File: src/rtl/lc3b_types.sv
// lc3b_types: shared LC-3b datapath and control types
package lc3b_types;
    typedef logic [15:0] lc3b_word;
    typedef enum logic {WAIT, DONE} lc3b_port_state;
    typedef struct packed {
        logic mem_read;
        logic mem_write;
        logic branch;
        logic reg_write;
    } lc3b_control;
endpackage

File: src/rtl/mem_port_tracker.sv
// mem_port_tracker: remembers a cache response until the pipeline advances
module mem_port_tracker
    import lc3b_types::*;
(
    input  logic clk,
    input  logic reset,
    input  logic resp,
    input  logic adv,
    output logic done_q,
    output logic ok
);
    lc3b_port_state state;
    always_ff @(posedge clk) begin
        if (reset || adv) state <= WAIT;
        else if (resp) state <= DONE;
    end
    assign done_q = state == DONE;
    assign ok = resp | done_q;
endmodule

File: src/rtl/pipeline_ctrl.sv
// pipeline_ctrl: stall/advance sequencing, valid bits, bubbles and flushes
module pipeline_ctrl
    import lc3b_types::*;
#(
    parameter int CNT_W = 16
) (
    input  logic             clk,
    input  logic             reset,
    input  logic             icache_resp,
    output logic             icache_read,
    input  logic             dmem_rd_req,
    input  logic             dmem_wr_req,
    input  logic             dcache_resp,
    output logic             dcache_read,
    output logic             dcache_write,
    input  logic             load_use,
    input  logic             br_taken,
    output logic             pc_sel_target,
    output logic             pc_load,
    output logic             if_id_load,
    output logic             id_ex_load,
    output logic             ex_mem_load,
    output logic             mem_wb_load,
    output logic             id_valid,
    output logic             ex_valid,
    output logic             mem_valid,
    output logic             wb_valid,
    output logic [CNT_W-1:0] stall_count
);
    logic i_done, i_ok, d_done, d_ok, d_need, adv, flush, bubble;
    mem_port_tracker u_i (
        .clk, .reset, .resp(icache_resp), .adv, .done_q(i_done), .ok(i_ok)
    );
    mem_port_tracker u_d (
        .clk, .reset, .resp(dcache_resp), .adv, .done_q(d_done), .ok(d_ok)
    );
    always_comb begin
        d_need        = mem_valid & (dmem_rd_req | dmem_wr_req);
        icache_read   = !i_done;
        dcache_write  = d_need & !d_done & dmem_wr_req;
        dcache_read   = d_need & !d_done & dmem_rd_req & !dmem_wr_req;
        adv           = i_ok & (!d_need | d_ok) & !reset;
        flush         = adv & mem_valid & br_taken;
        bubble        = adv & load_use & id_valid & !flush;
        mem_wb_load   = adv;
        ex_mem_load   = adv;
        id_ex_load    = adv;
        pc_load       = adv & !bubble;
        if_id_load    = adv & !bubble;
        pc_sel_target = flush;
    end
    always_ff @(posedge clk) begin
        if (reset) begin
            id_valid    <= 1'b0;
            ex_valid    <= 1'b0;
            mem_valid   <= 1'b0;
            wb_valid    <= 1'b0;
            stall_count <= '0;
        end else begin
            if (adv) begin
                wb_valid  <= mem_valid;
                mem_valid <= ex_valid & !flush;
                ex_valid  <= id_valid & !flush & !bubble;
                id_valid  <= bubble ? id_valid : !flush;
            end
            if (!adv && !(&stall_count)) stall_count <= stall_count + CNT_W'(1);
        end
    end
endmodule

File: config.mk
export PLATFORM = sky130hd
export DESIGN_NAME = pipeline_ctrl
export DESIGN_NICKNAME = d
export VERILOG_FILES = /design/src/rtl/lc3b_types.sv /design/src/rtl/mem_port_tracker.sv /design/src/rtl/pipeline_ctrl.sv
export SDC_FILE = /design/constraint.sdc
export NUM_CORES = 1
export LEC_CHECK = 0
export CAP_MARGIN = 10
export CELL_PAD_IN_SITES_DETAIL_PLACEMENT = 1
export CELL_PAD_IN_SITES_GLOBAL_PLACEMENT = 1
export CORE_MARGIN = 5
export CORE_UTILIZATION = 31
export CTS_CLUSTER_SIZE = 14
export DETAILED_ROUTE_END_ITERATION = 16
export PLACE_DENSITY = 0.87
export REMOVE_ABC_BUFFERS = 1
export SLEW_MARGIN = 40
export SYNTH_ARGS = -nofsm -noshare
export SYNTH_HDL_FRONTEND = slang
export SYNTH_SLANG_ARGS = --single-unit
File: constraint.sdc
create_clock -name clk -period 2.4 [get_ports clk]
set_clock_uncertainty 0.15 [all_clocks]
set_input_delay 0.6 -clock clk [delete_from_list [all_inputs] [get_ports clk]]
set_output_delay 0.6 -clock clk [all_outputs]
set_load 0.01 [all_outputs]
Word level (Yosys, flattened, before mapping)
Cells that the tools add are included.
{ "totals": {"ff_bits": 22, "inputBits": 8, "out_inout_bits": 29, "word_cells": 42} }
{ "op_classes": {"addsub": 1, "bitwise_logic": 21, "n_reduce_logical": 13} }
{ "ops": {"columns": ["op", "n"], "rows": [
  ["$add 16x1->16 const B", 1],
  ["$and 1x1->1", 16],
  ["$reduce_and 16->1", 1],
  ["$logic_not 1->1", 9],
  ["$or 1x1->1", 4],
  ["$reduce_and 2->1", 1],
  ["$logic_and 1x1->1", 1],
  ["$logic_or 1x1->1", 1],
  ["$not 1->1", 1]
]} }

Depth between registers and ports, before layout
{ "depth": {"word_depth": 12, "ltp_mapped": 8, "mapped_depth_nobuf": 6} }

Hierarchy
A second synthesis with hierarchy kept.
{ "hier_totals": {"cells_unflattened": 128, "area_unflattened_um2": 1148.6} }
{ "by_module_without_submodules": {"columns": ["mod", "instances", "cells_each", "area_each_um2", "seq_area_each_um2"], "rows": [
  ["pipeline_ctrl", 1, 122, 1081.0, 400.4],
  ["mem_port_tracker", 2, 3, 33.8, 20.0]
]} }

Worst setup path before layout
Ideal clock, no wire load.
{ "synth_timing": {"kind": "input to output", "startpoint": "input port reset", "endpoint": "output port pc_load", "arrival_time_ps": 1558, "required_ps": 1650, "setup_slack_ps": 92, "cell_stages": 6, "n_path_buf": 3, "cell_sequence": "clkbuf_1 > inv_1 > o221ai_2 > buf_6 > a31oi_1 > buf_4"} }
{ "synth_between": {"elab_chain_cells": 8, "elab_cells_between_ends": 10, "cone_classes": "bitwise: 7; reduce/logical: 3"} }
{ "synth_rtl": {"columns": ["element", "line", "rtl"], "rows": [
  ["start: declaration", "pipeline_ctrl.sv:8", "input logic reset,"],
  ["$logic_not 1->1 (*)", "pipeline_ctrl.sv:42", "adv = i_ok & (!d_need | d_ok) & !reset;"],
  ["$and 1x1->1 (*)", "pipeline_ctrl.sv:42", null],
  ["$and 1x1->1 (2 in a row)", "pipeline_ctrl.sv:43", "flush = adv & mem_valid & br_taken;"],
  ["$logic_not 1->1", "pipeline_ctrl.sv:44", "bubble = adv & load_use & id_valid & !flush;"],
  ["$and 1x1->1", "pipeline_ctrl.sv:44", null],
  ["$logic_not 1->1", null, null],
  ["$and 1x1->1 (*)", null, null],
  ["end: declaration", "pipeline_ctrl.sv:19", "output logic pc_load,"]
]} }
Every way passes the cells marked *; elsewhere a longest branch is shown, timed or not.

Worst setup path after layout
{ "layout_timing": {"startpoint": "input port dcache_resp", "endpoint": "output port mem_wb_load"} }
{ "layout_between": {"elab_chain_cells": 4} }
{ "layout_rtl": {"columns": ["element", "line", "rtl"], "rows": [
  ["start: declaration", "pipeline_ctrl.sv:13", "input logic dcache_resp,"],
  ["$or 1x1->1", "mem_port_tracker.sv:18", "assign ok = resp | done_q;"],
  ["$or 1x1->1", "pipeline_ctrl.sv:42", null],
  ["$and 1x1->1 (2 in a row)", "pipeline_ctrl.sv:42", null],
  ["end: declaration", "pipeline_ctrl.sv:23", "output logic mem_wb_load,"]
]} }
No other way between the ends.

==> report_table.html <==
<table>
<tr><th>Metric</th><th>Value</th></tr>
<tr><th colspan="2">Layout</th></tr>
<tr><td>Fraction of layout instances using a drive strength above 1</td><td>19.9%</td></tr>
<tr><td>Diodes inserted</td><td>0</td></tr>
<tr><td>Nets</td><td>187</td></tr>
<tr><td>Final non-filler cell total</td><td>222</td></tr>
<tr><td>Summed area of non-filler cells in the final layout</td><td>1630 sq um</td></tr>
<tr><td>Most frequent cells in the layout</td><td>clkdlybuf4s50_1 (23), dfxtp_1 (22), nor2_1 (20)</td></tr>
<tr><td>Most common cell after layout, fill and taps aside</td><td>clkdlybuf4s50_1</td></tr>
<tr><td>Area growth from synthesis to final layout</td><td>46.4%</td></tr>
<tr><th colspan="2">STA</th></tr>
<tr><td>Total of endpoints with negative setup slack in the final report</td><td>0</td></tr>
<tr><td>Setup repair after global routing missed its margin</td><td>no</td></tr>
<tr><td>Fmax</td><td>427 MHz</td></tr>
<tr><td>Period utilisation layout</td><td>97.6%</td></tr>
<tr><td>Worst Tran Pin Value</td><td>0.612 ns</td></tr>
<tr><td>Final Critical Period</td><td>2.34 ns</td></tr>
<tr><td>Final worst-path setup slack</td><td>0.0572 ns</td></tr>
<tr><td>Final Hold Viols</td><td>0</td></tr>
<tr><td>Pins Over Slew Limit</td><td>0</td></tr>
<tr><td>Max transition margin</td><td>58.9%</td></tr>
<tr><th colspan="2">Drt</th></tr>
<tr><td>Number of vias per cell</td><td>5.14</td></tr>
<tr><td>First DRT Iteration DRCs</td><td>22</td></tr>
<tr><td>Routed wirelength normalized by instance count</td><td>16.1 microns</td></tr>
<tr><td>Number of antenna-violating nets in the routed design</td><td>0</td></tr>
<tr><td>Number of iterations in the first detailed-routing pass</td><td>4</td></tr>
<tr><td>DR DRC count</td><td>0</td></tr>
<tr><td>Wirelength, routed</td><td>3.57 mm</td></tr>
<tr><td>Count of vias placed by the detailed router</td><td>1140</td></tr>
<tr><th colspan="2">Global route</th></tr>
<tr><td>Met2 layer usage reported by global route</td><td>26.2%</td></tr>
<tr><td>Vias in the first global route</td><td>1202</td></tr>
<tr><td>Global-route wire length before repair</td><td>5.89 mm</td></tr>
<tr><td>Largest net degree at the start of global routing</td><td>18</td></tr>
<tr><td>Most used routing layer</td><td>met2</td></tr>
<tr><td>Antenna violations before repair</td><td>0</td></tr>
<tr><td>Final global-route overflow total</td><td>0</td></tr>
<tr><td>Global routing usage on met3</td><td>4.02%</td></tr>
<tr><td>Total routing resource utilization after global routing</td><td>14.6%</td></tr>
<tr><td>Global routing met1 resource utilization</td><td>16.9%</td></tr>
<tr><th colspan="2">Critical path</th></tr>
<tr><td>Crit path cell chain</td><td>buf_6 &gt; or3b_4 &gt; o221ai_4 &gt; buf_6 &gt; inv_6 &gt; buf_6</td></tr>
<tr><td>Slowest stage delay, CP</td><td>0.39 ns</td></tr>
<tr><td>Data arrival at the endpoint of the critical path</td><td>1.59 ns</td></tr>
<tr><td>Maximum fanout encountered on the critical timing path</td><td>4</td></tr>
<tr><td>Slowest library cell on the worst path</td><td>or3b_4</td></tr>
<tr><td>Capturing element type of the critical path</td><td>output port</td></tr>
<tr><td>Worst Path Class, Setup</td><td>in2out</td></tr>
<tr><td>Kind of cell adding the most delay to the critical path</td><td>buffers and inverters</td></tr>
<tr><td>Crit path required time</td><td>1.65 ns</td></tr>
<tr><td>Count of buffer and inverter cells on the critical path</td><td>4</td></tr>
<tr><td>Worst Setup Start Kind</td><td>primary input</td></tr>
<tr><td>Most common cell type on the critical path</td><td>buf_6</td></tr>
<tr><th colspan="2">Yosys</th></tr>
<tr><td>Total standard cell area after synthesis</td><td>1110 sq um</td></tr>
<tr><td>Area leader, netlist</td><td>dfxtp_1</td></tr>
<tr><td>Flip-flop and latch count after synthesis</td><td>22</td></tr>
<tr><td>Distinct cell type count after synthesis</td><td>36</td></tr>
<tr><td>Cell types with the largest area share after synthesis</td><td>dfxtp_1 (40%), nor2_1 (7.1%), xnor2_1 (5.5%), xor2_1 (4.7%), nand3_1 (3.6%)</td></tr>
<tr><td>Avg Cell Area, Syn</td><td>8.58 sq um</td></tr>
<tr><td>Post-synth top area share</td><td>39.5%</td></tr>
<tr><td>Number of synthesis warnings</td><td>0</td></tr>
<tr><td>Proportion of synthesized chip area in sequential cells</td><td>39.5%</td></tr>
<tr><td>Mapped Cells</td><td>130</td></tr>
<tr><th colspan="2">Die</th></tr>
<tr><td>Die area</td><td>4900 sq um</td></tr>
<tr><td>Initial standard-cell utilization of the core</td><td>32.6%</td></tr>
<tr><td>Horizontal die dimension</td><td>70.0 microns</td></tr>
<tr><td>I/O pin count</td><td>37</td></tr>
<tr><td>Site row count</td><td>21</td></tr>
<tr><td>Total core area</td><td>3420 sq um</td></tr>
<tr><td>Die span in y</td><td>70.0 microns</td></tr>
<tr><th colspan="2">Clocking</th></tr>
<tr><td>Number of clock sinks</td><td>22</td></tr>
<tr><td>Clock tree from TritonCTS</td><td>yes</td></tr>
<tr><td>Clk_lat worst skew</td><td>0.30 ns</td></tr>
<tr><td>Total CTS buffers</td><td>3</td></tr>
<tr><td>Clock slew at the register clock pins of the worst setup and hold paths</td><td>0.11 ns</td></tr>
<tr><td>Clock Tree Buf Depth</td><td>2</td></tr>
<tr><td>Root Driver</td><td>clkbuf_4</td></tr>
<tr><td>Hold buffers post-CTS</td><td>0</td></tr>
<tr><td>Htree depth</td><td>1</td></tr>
<tr><th colspan="2">Power and ir drop</th></tr>
<tr><td>Worst vdd rail ir drop</td><td>187 uV</td></tr>
<tr><td>Cell leakage power</td><td>0.619 nW</td></tr>
<tr><td>Ratio of total power to cell area</td><td>418 nW/um^2</td></tr>
<tr><th colspan="2">Outcome</th></tr>
<tr><td>Outcome</td><td>complete, no violations</td></tr>
<tr><th colspan="2">Placed design</th></tr>
<tr><td>Number of port buffers</td><td>36</td></tr>
<tr><td>Half-perimeter wire length after detailed placement</td><td>2.71 mm</td></tr>
<tr><td>Post-placement cell area</td><td>1570 sq um</td></tr>
<tr><td>Post-placement setup slack</td><td>-0.768 ns</td></tr>
<tr><td>Final GP Congestion</td><td>0.853</td></tr>
<tr><td>Count of placed standard cells including taps</td><td>216</td></tr>
<tr><th colspan="2">Min path</th></tr>
<tr><td>Type of the most critical hold path</td><td>reg2reg</td></tr>
<tr><th colspan="2">Run</th></tr>
<tr><td>Max capacitance violation total</td><td>0</td></tr>
</table>
==> flip-flops by register name, summed over array words and instances, names as in the netlist <==
signal / count
wb_valid: 1
stall_count: 16
u_d.done_q: 1
ex_valid: 1
mem_valid: 1
u_i.done_q: 1
id_valid: 1
==> synth_stat cells <==
library cell / n
ha_1: 1
a22o_1: 1
o21a_1: 2
nor2_1: 21
nor4bb_1: 1
o221ai_2: 1
buf_2: 1
xor2_1: 6
o211ai_1: 4
or3b_1: 1
nand4_1: 3
clkbuf_1: 3
dfxtp_1: 22
and3_1: 1
a31oi_1: 1
or2_2: 1
a32o_1: 1
xnor2_1: 7
a21oi_1: 2
buf_6: 2
nand3_1: 8
o21ai_4: 1
inv_1: 5
o31ai_1: 1
o211a_1: 1
and4_1: 1
buf_4: 3
o21ai_0: 2
a211oi_1: 4
mux2i_1: 2
o22a_1: 1
nor4_1: 3
or3_1: 2
and3b_1: 1
nor3_1: 3
nand2_1: 10
==> worst register-to-register path: cells and delay by family, from the launching register on <==
family	cells	cell delay, ns
flops	1	0.35
buf+inv	4	0.51
compound gates	3	0.41
simple gates	2	0.76
==> per-layer routing <==
layer	vias to the layer above	routed length, microns	part of all wire, %
li1	549	-	-
met1	546	1520	42
met2	38	1780	50
met3	7	214	6.0
met4	0	57	1.6
met5	-	0	0
==> cell type report <==
type | count | area (sq um)
Tap cell | 46 | 57.6
Clock buffer | 3 | 22.5
Multi-Input combinational cell | 94 | 617
Inverter | 5 | 23.8
Timing Repair Buffer | 52 | 470
Fill cell | 415 | 1780
Sequential cell | 22 | 440
==> path summary, 6_finish.rpt <==
path	start	to	slack, ns	cells after the start
max	dcache_resp	mem_wb_load	0.06	6
max reg2reg	mem_valid	stall_count[6]	0.17	9
min reg2reg	wb_valid	wb_valid	0.34	1
min	wb_valid	wb_valid	0.34	1
==> cells by family (layout without fill, tap and decap cells) <==
logic type      count (synthesis)  after routing  share of synthesized area, %
xor+xnor                       13             13                          10.2
buf+inv                        14             60                          7.18
flops                          22             22                          39.5
simple gates                   56             56                          24.2
fa+ha+maj                       1              1                          1.12
mux                             2              2                          1.80
compound gates                 22             22                          15.9
==> metrics by stage <==
stage | total power [mW] | hold slack (ns) | setup TNS [ns] | util [%]
after floorplan | 0.436 | 0.320 | -0.648 | -
after global placement | 0.510 | 0.312 | -8.52 | 45.9
after detailed placement | 0.516 | 0.311 | -10.88 | 45.9
after CTS | 0.692 | 0.334 | 0 | 47.8
after global routing | 0.716 | 0.332 | 0 | 47.8
final | 0.681 | 0.339 | 0 | 47.8
==> where the power goes <==
group | total [mW] | leakage, nW | switching (mW) | internal [mW]
combinational | 0.131 | 0.427 | 0.0620 | 0.0687
clock | 0.164 | 0.0138 | 0.106 | 0.0586
sequential | 0.386 | 0.178 | 0.0107 | 0.376
==> repair_timing <==
item | in CTS | in global routing
pin swaps | 3 | 2
resized for setup | 48 | 3
endpoints found under the setup margin | 15 | 6
buffers inserted | 3 | 0
Power figures use the tool's default switching activity.
